`config.mk`:
```
export PLATFORM = sky130hd
export DESIGN_NAME = midi_ctrl
export DESIGN_NICKNAME = d
export VERILOG_FILES = /design/src/rtl/midi_pkg.sv /design/src/rtl/midi_ctrl.sv
export SDC_FILE = /design/constraint.sdc
export NUM_CORES = 1
export LEC_CHECK = 0
export CAP_MARGIN = 25
export CORE_MARGIN = 4
export CORE_UTILIZATION = 45
export CTS_CLUSTER_DIAMETER = 50
export DETAILED_ROUTE_END_ITERATION = 7
export GPL_ROUTABILITY_DRIVEN = 0
export HOLD_SLACK_MARGIN = 0.15
export PLACE_DENSITY_LB_ADDON = 0.3
export SETUP_SLACK_MARGIN = 0.15
export SLEW_MARGIN = 0
export SYNTH_ARGS = -nofsm -noshare
export SYNTH_HDL_FRONTEND = slang
export SYNTH_SLANG_ARGS = --single-unit
```
`constraint.sdc`:
```
create_clock -name clk -period 1.4 [get_ports clk]
set_input_delay 0.42 -clock clk [delete_from_list [all_inputs] [get_ports clk]]
set_output_delay 0.42 -clock clk [all_outputs]
set_load 0.05 [all_outputs]
```
`src/rtl/midi_pkg.sv`:
```
// Shared MIDI definitions: event types, parser states and status nibbles.
package midi_pkg;

    localparam logic [1:0] EVT_NOTE_OFF    = 2'd0;
    localparam logic [1:0] EVT_NOTE_ON     = 2'd1;
    localparam logic [1:0] EVT_CTRL_CHANGE = 2'd2;

    localparam logic [1:0] ST_NO_STATUS = 2'd0;
    localparam logic [1:0] ST_WAIT_D1   = 2'd1;
    localparam logic [1:0] ST_WAIT_D2   = 2'd2;

    localparam logic [3:0] SN_NONE       = 4'h0;
    localparam logic [3:0] SN_NOTE_OFF   = 4'h8;
    localparam logic [3:0] SN_NOTE_ON    = 4'h9;
    localparam logic [3:0] SN_POLY_AT    = 4'hA;
    localparam logic [3:0] SN_CTRL_CHG   = 4'hB;
    localparam logic [3:0] SN_PROG_CHG   = 4'hC;
    localparam logic [3:0] SN_CHAN_AT    = 4'hD;
    localparam logic [3:0] SN_PITCH_BEND = 4'hE;

    // Program change and channel aftertouch carry a single data byte.
    function automatic logic has_two_data(input logic [3:0] nib);
        return (nib != SN_PROG_CHG) && (nib != SN_CHAN_AT);
    endfunction

endpackage

```
`src/rtl/midi_ctrl.sv`:
```
// MIDI byte-stream parser: turns channel voice messages from uart_rx into
// registered note/controller events with a one-slot output and sticky overflow.
module midi_ctrl
    import midi_pkg::*;
#(
    parameter int         OMNI    = 1,
    parameter logic [3:0] CHANNEL = 4'd0
) (
    input  logic       clk,
    input  logic       rst,
    input  logic       rx_valid,
    input  logic [7:0] rx_data,
    output logic       evt_valid,
    input  logic       evt_ready,
    output logic [1:0] evt_type,
    output logic [3:0] evt_chan,
    output logic [6:0] evt_d1,
    output logic [6:0] evt_d2,
    output logic       overflow
);

    logic [1:0] state;
    logic [3:0] run_stat;
    logic [3:0] run_chan;
    logic [6:0] d1_q;

    logic       is_sys, is_stat, is_data, complete;
    logic       ev_ok, chan_ok, new_evt;
    logic [1:0] ev_type;

    // 0xF8-0xFF (real-time) match none of these and so leave everything alone.
    assign is_sys   = rx_valid && (rx_data[7:3] == 5'b11110);
    assign is_stat  = rx_valid && rx_data[7] && (rx_data[7:4] != 4'hF);
    assign is_data  = rx_valid && !rx_data[7];
    assign complete = is_data && (state == ST_WAIT_D2);

    always_comb begin
        ev_ok   = 1'b0;
        ev_type = EVT_NOTE_OFF;
        case (run_stat)
            SN_NOTE_OFF: ev_ok = 1'b1;
            SN_NOTE_ON: begin
                ev_ok   = 1'b1;
                ev_type = (rx_data[6:0] != 7'd0) ? EVT_NOTE_ON : EVT_NOTE_OFF;
            end
            SN_CTRL_CHG: begin
                ev_ok   = 1'b1;
                ev_type = EVT_CTRL_CHANGE;
            end
            default: ev_ok = 1'b0;
        endcase
    end

    assign chan_ok = (OMNI != 0) || (run_chan == CHANNEL);
    assign new_evt = complete && ev_ok && chan_ok;

    always_ff @(posedge clk) begin
        if (rst) begin
            state    <= ST_NO_STATUS;
            run_stat <= SN_NONE;
            run_chan <= 4'd0;
            d1_q     <= 7'd0;
        end else if (is_sys) begin
            state    <= ST_NO_STATUS;
            run_stat <= SN_NONE;
            run_chan <= 4'd0;
        end else if (is_stat) begin
            state    <= ST_WAIT_D1;
            run_stat <= rx_data[7:4];
            run_chan <= rx_data[3:0];
        end else if (is_data) begin
            case (state)
                ST_WAIT_D1: begin
                    if (has_two_data(run_stat)) begin
                        d1_q  <= rx_data[6:0];
                        state <= ST_WAIT_D2;
                    end
                end
                ST_WAIT_D2: state <= ST_WAIT_D1;
                default:    state <= ST_NO_STATUS;
            endcase
        end
    end

    // Single output slot: a completing event replaces one being handed off
    // this cycle, but is dropped (and flagged) if the slot is still stalled.
    always_ff @(posedge clk) begin
        if (rst) begin
            evt_valid <= 1'b0;
            evt_type  <= EVT_NOTE_OFF;
            evt_chan  <= 4'd0;
            evt_d1    <= 7'd0;
            evt_d2    <= 7'd0;
            overflow  <= 1'b0;
        end else if (new_evt) begin
            if (!evt_valid || evt_ready) begin
                evt_valid <= 1'b1;
                evt_type  <= ev_type;
                evt_chan  <= run_chan;
                evt_d1    <= d1_q;
                evt_d2    <= rx_data[6:0];
            end else begin
                overflow  <= 1'b1;
            end
        end else if (evt_valid && evt_ready) begin
            evt_valid <= 1'b0;
        end
    end

endmodule

```
# [Yosys cells after proc, flatten, opt, wreduce, memory -nomap -nowiden]
# Index checks and enable logic that the tools add are counted.
[totals] register_bits=39 latch_bits=0 mem_bits_rw=0 romBits=0 input_bits=12 output_inout_bits=22 wordCells=59 memories=0
[op_classes] n_addsub=0 n_mul=0 n_div=0 n_lt_le_gt_ge=0 eq_ne=12 shift=0 muxes=10 bitwise_logic=3 reduce_logical=23
[op_table] op="$eq A4 B4 Y1 const B" n=3
[op_table] op="$ne A4 B4 Y1 const B" n=3
[op_table] op="$reduce_and A2 Y1" n=5
[op_table] op="$logic_and A1 B1 Y1" n=8
[op_table] op="$pmux W2 S2" n=2
[op_table] op="$mux W1" n=7
[op_table] op="$reduce_bool A7 Y1" n=1
[op_table] op="$reduce_or A3 Y1" n=2
[op_table] op="$eq A5 B5 Y1 const B" n=1
[op_table] op="$reduce_and A5 Y1" n=1
[op_table] op="$reduce_bool A2 Y1" n=2
[op_table] op="$ne A3 B3 Y1 const B" n=1
[op_table] op="$not A1 Y1" n=3
[op_table] op="$eq A2 B1 Y1 const B" n=1
[op_table] op="$eq A2 B2 Y1 const B" n=1
[op_table] op="$logic_not A1 Y1" n=2
[op_table] op="$mux W2" n=1
[op_table] op="$ne A2 B1 Y1 const B" n=1
[op_table] op="$ne A2 B2 Y1 const B" n=1
[op_table] op="$reduce_or A2 Y1" n=1
[op_table] op="$logic_or A1 B1 Y1" n=1

# [Longest topological paths before layout]
[depth] ltp_word=6 depth_mapped=5 ltp_nobuf=3

# [Least setup slack after synthesis]
# No wires, ideal clock.
[synth_timing] path_type="register to register" startpoint="register evt_valid" endpoint="register evt_d1[0]" setup_ns=0.119 arrival_time_ns=1.537 t_required_ns=1.281 setup_slack_ns=-0.256 path_stages_with_launch=6 n_path_buf=2 period_less_slack_ns=1.656 path_cell_list="dfxtp_1 -> or2b_2 -> and4_4 -> buf_12 -> buf_12 -> mux2i_1"
[synth_between] elab_chain_cells=3
[synth_lines] element="from (decl)" line="midi_ctrl.sv:13" source="output logic evt_valid,"
[synth_lines] element="from (signal assigned)" line="midi_ctrl.sv:89" source="evt_valid <= 1'b0;"
[synth_lines] element="from (signal assigned)" line="midi_ctrl.sv:97" source="evt_valid <= 1'b1;"
[synth_lines] element="from (signal assigned)" line="midi_ctrl.sv:106" source="evt_valid <= 1'b0;"
[synth_lines] element="$logic_not A1 Y1" line="midi_ctrl.sv:96" source="if (!evt_valid || evt_ready) begin"
[synth_lines] element="$logic_or A1 B1 Y1" line="midi_ctrl.sv:96"
[synth_lines] element="$reduce_and A2 Y1 (no line)"
[synth_lines] element="to (signal assigned)" line="midi_ctrl.sv:100" source="evt_d1 <= d1_q;"
[synth_lines] element="to (decl)" line="midi_ctrl.sv:17" source="output logic [6:0] evt_d1,"
# Every way passes these cells.
# A chain may end at the register's enable or synchronous reset.

# [Worst setup path after layout]
[layout_timing] startpoint="register state[0]" endpoint="register evt_d2[5]"
[layout_between] elab_chain_cells=4
[layout_lines] element="from (decl)" line="midi_ctrl.sv:22" source="logic [1:0] state;"
[layout_lines] element="from (signal assigned)" line="midi_ctrl.sv:59" source="state <= ST_NO_STATUS;"
[layout_lines] element="from (signal assigned)" line="midi_ctrl.sv:64" source="state <= ST_NO_STATUS;"
[layout_lines] element="from (signal assigned)" line="midi_ctrl.sv:68" source="state <= ST_WAIT_D1;"
[layout_lines] element="$eq A2 B2 Y1" line="midi_ctrl.sv:35" source="assign complete = is_data && (state == ST_WAIT_D2);"
[layout_lines] element="$logic_and A1 B1 Y1" line="midi_ctrl.sv:35"
[layout_lines] element="$logic_and A1 B1 Y1" line="midi_ctrl.sv:55" source="assign new_evt = complete && ev_ok && chan_ok;"
[layout_lines] element="$reduce_and A2 Y1 (no line)"
[layout_lines] element="to (signal assigned)" line="midi_ctrl.sv:101" source="evt_d2 <= rx_data[6:0];"
[layout_lines] element="to (decl)" line="midi_ctrl.sv:18" source="output logic [6:0] evt_d2,"
# Every way passes these cells.

==> reports/summary.txt <==
Mapped Cells - 161
port bufs - 33
die height - 69.3 um
Area Overhead vs Synth - 59.0%
TritonCTS clock tree - done
min Tclk post-route - 1360 ps
routed len/inst - 15.9 um
Detail Route Antenna Nets - 0
Post-synth top cells - dfxtp_1, nand2b_1, mux2i_1, a21oi_1
fin area - 0.00269 sq mm
clock share of power - 0.393
pwr dens - 830 mW/mm^2
placed cell areas - 0.00238 sq mm
pin count of the biggest net entering global routing - 30
Sequential Power Share - 0.511
Layout Nets - 228
number of synthesized flops with an enable pin - 0
Post-synth top flop - dfxtp_1
max_cap viols - 0
crit path kind - flip-flop to flip-flop
count of different cell masters after synthesis - 36
Final Hold Viols - 0
number of synthesis warnings - 0
crit end category - flip-flop
Max Root-Sink Buffers - 2
CTS root buffer - clkbuf_8
DR vias - 1390
placed wire-length estimate - 2900 um
worst path required time - 1600 ps
initial core utilization - 0.462
H-tree levels - 2
hold_sp - run_chan[2]
total power - 2.23 mW
Multi-input gate area - 943 sq um
DRC - 0
clk sinks - 39
Worst-Margin Slew - 252 ps
Place WS - -616 ps
fillcell total - 257
top cells by area, synth - dfxtp_1, mux2i_1, nand2b_1, buf_12, a21oi_1
Pins Over Slew Limit - 0
die area - 0.00481 sq mm
first-pass GRT wire length - 7050 um
final WL - 4220 um
Ports - 34
post-synthesis net count - 173
Syn Area/Cell - 10.5 sq um
GRT Total Usage - 0.181
Logic pwr share - 0.097
Hold Path Class - flip-flop to flip-flop
CP startpoint - state[0]
die width - 69.3 um
CP Launch Type - flip-flop
async set-reset flop share out of synthesis - 0
LEAKAGE - 1.03 nW
RSZ-0062 raised after global routing - yes
Cell Int Power - 1.75 mW
Worst VDD drop - 0.000570 V
# setup viols final - 0
core area - 0.00366 sq mm
status - complete, no violations
vias in the first global route - 1495
data arrival time of the worst path - 1560 ps
Worst slew margin - 0.831
register area - 815 sq um
largest area contributor in the netlist - dfxtp_1
worst r2r src - state[0]
clock skew - 4.92 ps
clk_lat worst skew - 280 ps
Max Freq - 0.733 GHz
Cell Area, Synth - 0.00169 sq mm
Worst-path clk slew - 70 ps
dpl cells - 251
sequential area share after synthesis - 0.461
total CTS buffers - 5
Hold Worst Slack - 467 ps
Ant. Diodes - 0
final setup margin - 36.5 ps
grt ovf - 0
Via density - 5.25
Sw Pwr - 0.489 mW
switching share of power - 0.219
initial DRC count - 34
Detailed Routing Iterations Pass 1 - 6
initial antenna violation count - 0
Layout Cells excl Fill - 265
Crit Path Max Fanout - 8
period utilization - 0.974
layout cells sized above 1 - 0.456
Yosys top cell area share - 0.461
Site Rows - 22
Yosys reg bits - 39
## stage by stage
step / util / TNS [ps]
after floorplan: - / -143
after global placement: 0.649 / -15530
after detailed placement: 0.649 / -18410
after CTS: 0.716 / 0
after global routing: 0.735 / 0
final: 0.735 / 0
## kinds of logic after synthesis
logic type,after synthesis,share of synthesized area
and+or+nand+nor,66,0.253
muxes,27,0.160
buffers and inverters,9,0.0414
DFF,39,0.461
AOI/OAI and AO/OA,20,0.0843
## per-layer routing
| layer | global-route usage | vias up | wire (um) |
|---|---|---|---|
| met1 | 0.188 | 679 | 1670 |
| met3 | 0.0623 | 7 | 180 |
| met4 | 0.0716 | 0 | 40 |
| met2 | 0.331 | 32 | 2320 |
| li1 | - | 672 | - |
| met5 | 0 | - | 0 |
## final timing paths
path | to | slack [ps] | cells after the start
max | evt_d2[5] | 40 | 4
min | evt_chan[2] | 470 | 2
max reg2reg | evt_d2[5] | 40 | 4
min reg2reg | evt_chan[2] | 470 | 2
## sequential cells by signal, summed over array words and instances (netlist names)
register and cells:
evt_d1 7, d1_q 7, evt_valid 1, evt_chan 4, run_stat 4, run_chan 4
evt_d2 7, state 2, evt_type 2, overflow 1
## repair_timing
| item | in CTS | in global routing |
|---|---|---|
| setup endpoints to repair | 50 | 39 |
| resized for setup | 45 | 17 |
| hold buffers | 0 | 0 |
| gates cloned | 1 | 0 |
| setup buffers | 4 | 1 |
| pin swaps | 9 | 3 |
## critical path, cell delays in order, from the launching register on
cell and delay (ps):
dfxtp_2 320, and4bb_4 310, and4_4 280, buf_12 150
mux2i_1 210
## power by group through the flow
stage          Sequential, mW  Combinational (mW)  Clock, mW
6_report                 1.14               0.216      0.877
4_1_cts                  1.14               0.199      0.897
5_1_grt                  1.14               0.233      0.950
3_3_place_gp             1.16               0.172          0
2_1_floorplan            1.16              0.0890          0
3_5_place_dp             1.17               0.179          0
## layout by cell type (no fill, tap or decap), drive strengths merged
| cell type | instances |
|---|---|
| a21o | 1 |
| clkinv | 1 |
| and3 | 1 |
| o211ai | 1 |
| o21ai | 3 |
| nor2 | 4 |
| dlygate4sd2 | 7 |
| and3b | 2 |
| nor4 | 1 |
| clkbuf | 7 |
| nor4b | 1 |
| a211o | 1 |
| mux2 | 1 |
| nor2b | 2 |
| a21oi | 7 |
| nor3 | 1 |
| or2b | 1 |
| nand4bb | 1 |
| and2 | 2 |
| and4 | 1 |
| o21a | 2 |
| nand3b | 1 |
| mux2i | 26 |
| inv | 1 |
| nand2 | 1 |
| nand4 | 1 |
| nand2b | 39 |
| buf | 47 |
| nand3 | 5 |
| and4bb | 1 |
| and2b | 1 |
| dfxtp | 39 |
| dlymetal6s2s | 2 |
| a41oi | 1 |
| o221a | 4 |
## area by class of cell
cell class | instances | share of cell area
Clock buffer | 7 | 0.0400
Sequential cell | 39 | 0.303
Inverter | 1 | 0.00139
Clock inverter | 1 | 0.00186
Tap cell | 48 | 0.0223
Multi-Input combinational cell | 113 | 0.351
Timing Repair Buffer | 56 | 0.281
Note: power is estimated with default switching activity, not from simulation.
==> edit (same flow settings) <==
Register the output `overflow` once more, cleared by the reset; this adds one clock of latency there. The other outputs are not delayed to match. Comments in the files are not updated.
--- a/src/rtl/midi_ctrl.sv
+++ b/src/rtl/midi_ctrl.sv
@@ -18,6 +18,8 @@
     output logic [6:0] evt_d2,
     output logic       overflow
 );
+
+    logic overflow_s0;
 
     logic [1:0] state;
     logic [3:0] run_stat;
@@ -91,7 +93,7 @@
             evt_chan  <= 4'd0;
             evt_d1    <= 7'd0;
             evt_d2    <= 7'd0;
-            overflow  <= 1'b0;
+            overflow_s0 <= 1'b0;
         end else if (new_evt) begin
             if (!evt_valid || evt_ready) begin
                 evt_valid <= 1'b1;
@@ -100,12 +102,20 @@
                 evt_d1    <= d1_q;
                 evt_d2    <= rx_data[6:0];
             end else begin
-                overflow  <= 1'b1;
+                overflow_s0 <= 1'b1;
             end
         end else if (evt_valid && evt_ready) begin
             evt_valid <= 1'b0;
         end
     end
 
+    always_ff @(posedge clk) begin
+        if (rst) begin
+            overflow <= '0;
+        end else begin
+            overflow <= overflow_s0;
+        end
+    end
+
 endmodule
 
Formal check against the unedited RTL: not equivalent (a bounded check fails within 10 cycles, from zero or initial values and one cycle with rst high).
==> edit against the original RTL <==
Hold slack better by 9.0 ps. Routed wire length grew 9.4%. Sequential cell count grew 1. Total power increased by 4.5%. Final area increased by 1.5%. Setup slack improved by 15 ps. Area after synthesis up 2.4%. Utilization is 0.57 points higher.
==> edit: results (changes against the original RTL) <==
worst clock skew 3.131 ps (-1.784 ps); asr flop ratio synth 0% (unchanged); M1 WL 1793 um (+7.1%); Max rail drop VDD 0.9880 mV (+73%); xor/xnor cell area share of the yosys netlist 0% (unchanged); TritonCTS Buffers 5 (unchanged); setup TNS after final layout 0 ps (unchanged); final-stage net count 234 (+2.6%); Net Sw Power 0.0005339 W (+9.2%); initial antenna violation count 0 (unchanged); pin count of the biggest net entering global routing 31 (+3.3%); post-synthesis compound-gate area fraction 8.225% (-0.20 points); Reg clk slew, reported paths 80 ps; wire length on met3 198 um (+10%); top cells by count, synth 40 x dfxtp_1, 38 x nand2b_1, 26 x mux2i_1; yosys warns 0 (unchanged); worst hold path class flip-flop to flip-flop; Detail Placement HPWL 3078 um (+6.0%); total global-route track usage 20.00% (+1.9 points); placed cells 257 (+2.4%); Total Routed Length 4615 um (+9.4%); biggest regs d1_q: 7 flops, evt_d1: 7 flops, evt_d2: 7 flops; Max stage delay on crit path about 330 ps; DRT iter0 DRCs 52 (+53%); Post-CTS Setup Bufs 6 (+2); Filler Cell Count 261 (+1.6%); relative slew slack 79.34% (-3.7 points); area of the multi-input gates 953.4 sq um (+1.1%); metal2 WL 2414 um (+3.9%); synthesized area per cell 10.45 sq um (-0.65%); share of post-route cells with drive strength above 1 48.43% (+2.8 points); Post-CTS Resized 50 (+11%); Distinct cells, synth 37 (+2.8%); Post-Place Worst Slack -551.5 ps (+64.23 ps); CP max-delay cell dfxtp_2; post-DR wirelength/cell 17.03 um (+6.9%); GR Util met1 21.11% (+2.4 points); Synth Net Count 178 (+2.9%); placement-stage cell area 2465 sq um (+3.7%); global routing usage on met3 5.899% (-0.33 points); CP max FO 8 (unchanged); H-tree depth 2 (unchanged); PortBufs 33 (unchanged); multiplexer area fraction after synthesis 15.66% (-0.38 points); met2 GRT Util 34.52% (+1.5 points); drt pass-1 iters 4 (-2); DR vias/cell 5.288 (+0.81%); leakage 1.032 nW (about the same); vias in the first global route 1504 (+0.60%); register area share after synthesis 46.18% (+0.056 points); status finished clean; largest cells by area after synthesis dfxtp_1 46%, mux2i_1 15%, nand2b_1 14%, a21oi_1 2.6%, buf_12 2.3%; ant diodes 0 (unchanged); first-pass GRT wire length 7610 um (+7.9%)
## edit: worst max-delay path: cells and delay by family, from the launching register on
kind          cells  cell delay (ps)
mux               1              210
flops             1              330
simple gates      2              580
buf+inv           1              140
## edit: path summary, 6_finish.rpt
kind | startpoint | end | slack, ps | cells after the start
worst max-delay path | state[0] | evt_d1[3] | 50 | 4
worst min-delay path | overflow_s0 | overflow | 480 | 1
worst max register to register | state[0] | evt_d1[3] | 50 | 4
worst min register to register | overflow_s0 | overflow | 480 | 1
## edit: area by class of cell
cell class / count / share of cell area [%]
flip-flops and latches: 40 / 30.68
multi-input cells: 116 / 34.89
well taps: 48 / 2.198
repair buffers: 58 / 28.07
clock buffers: 5 / 2.518
inverters: 1 / 0.1374
clock inverters: 3 / 1.511
## edit: power groups by stage
stage	registers (W)	logic (W)	clock network [W]
floorplan	0.00119	0.0000950	0
global placement	0.00119	0.000182	0
detailed placement	0.00119	0.000189	0
CTS	0.00117	0.000211	0.000954
global route	0.00117	0.000241	0.00101
finish	0.00117	0.000225	0.000942
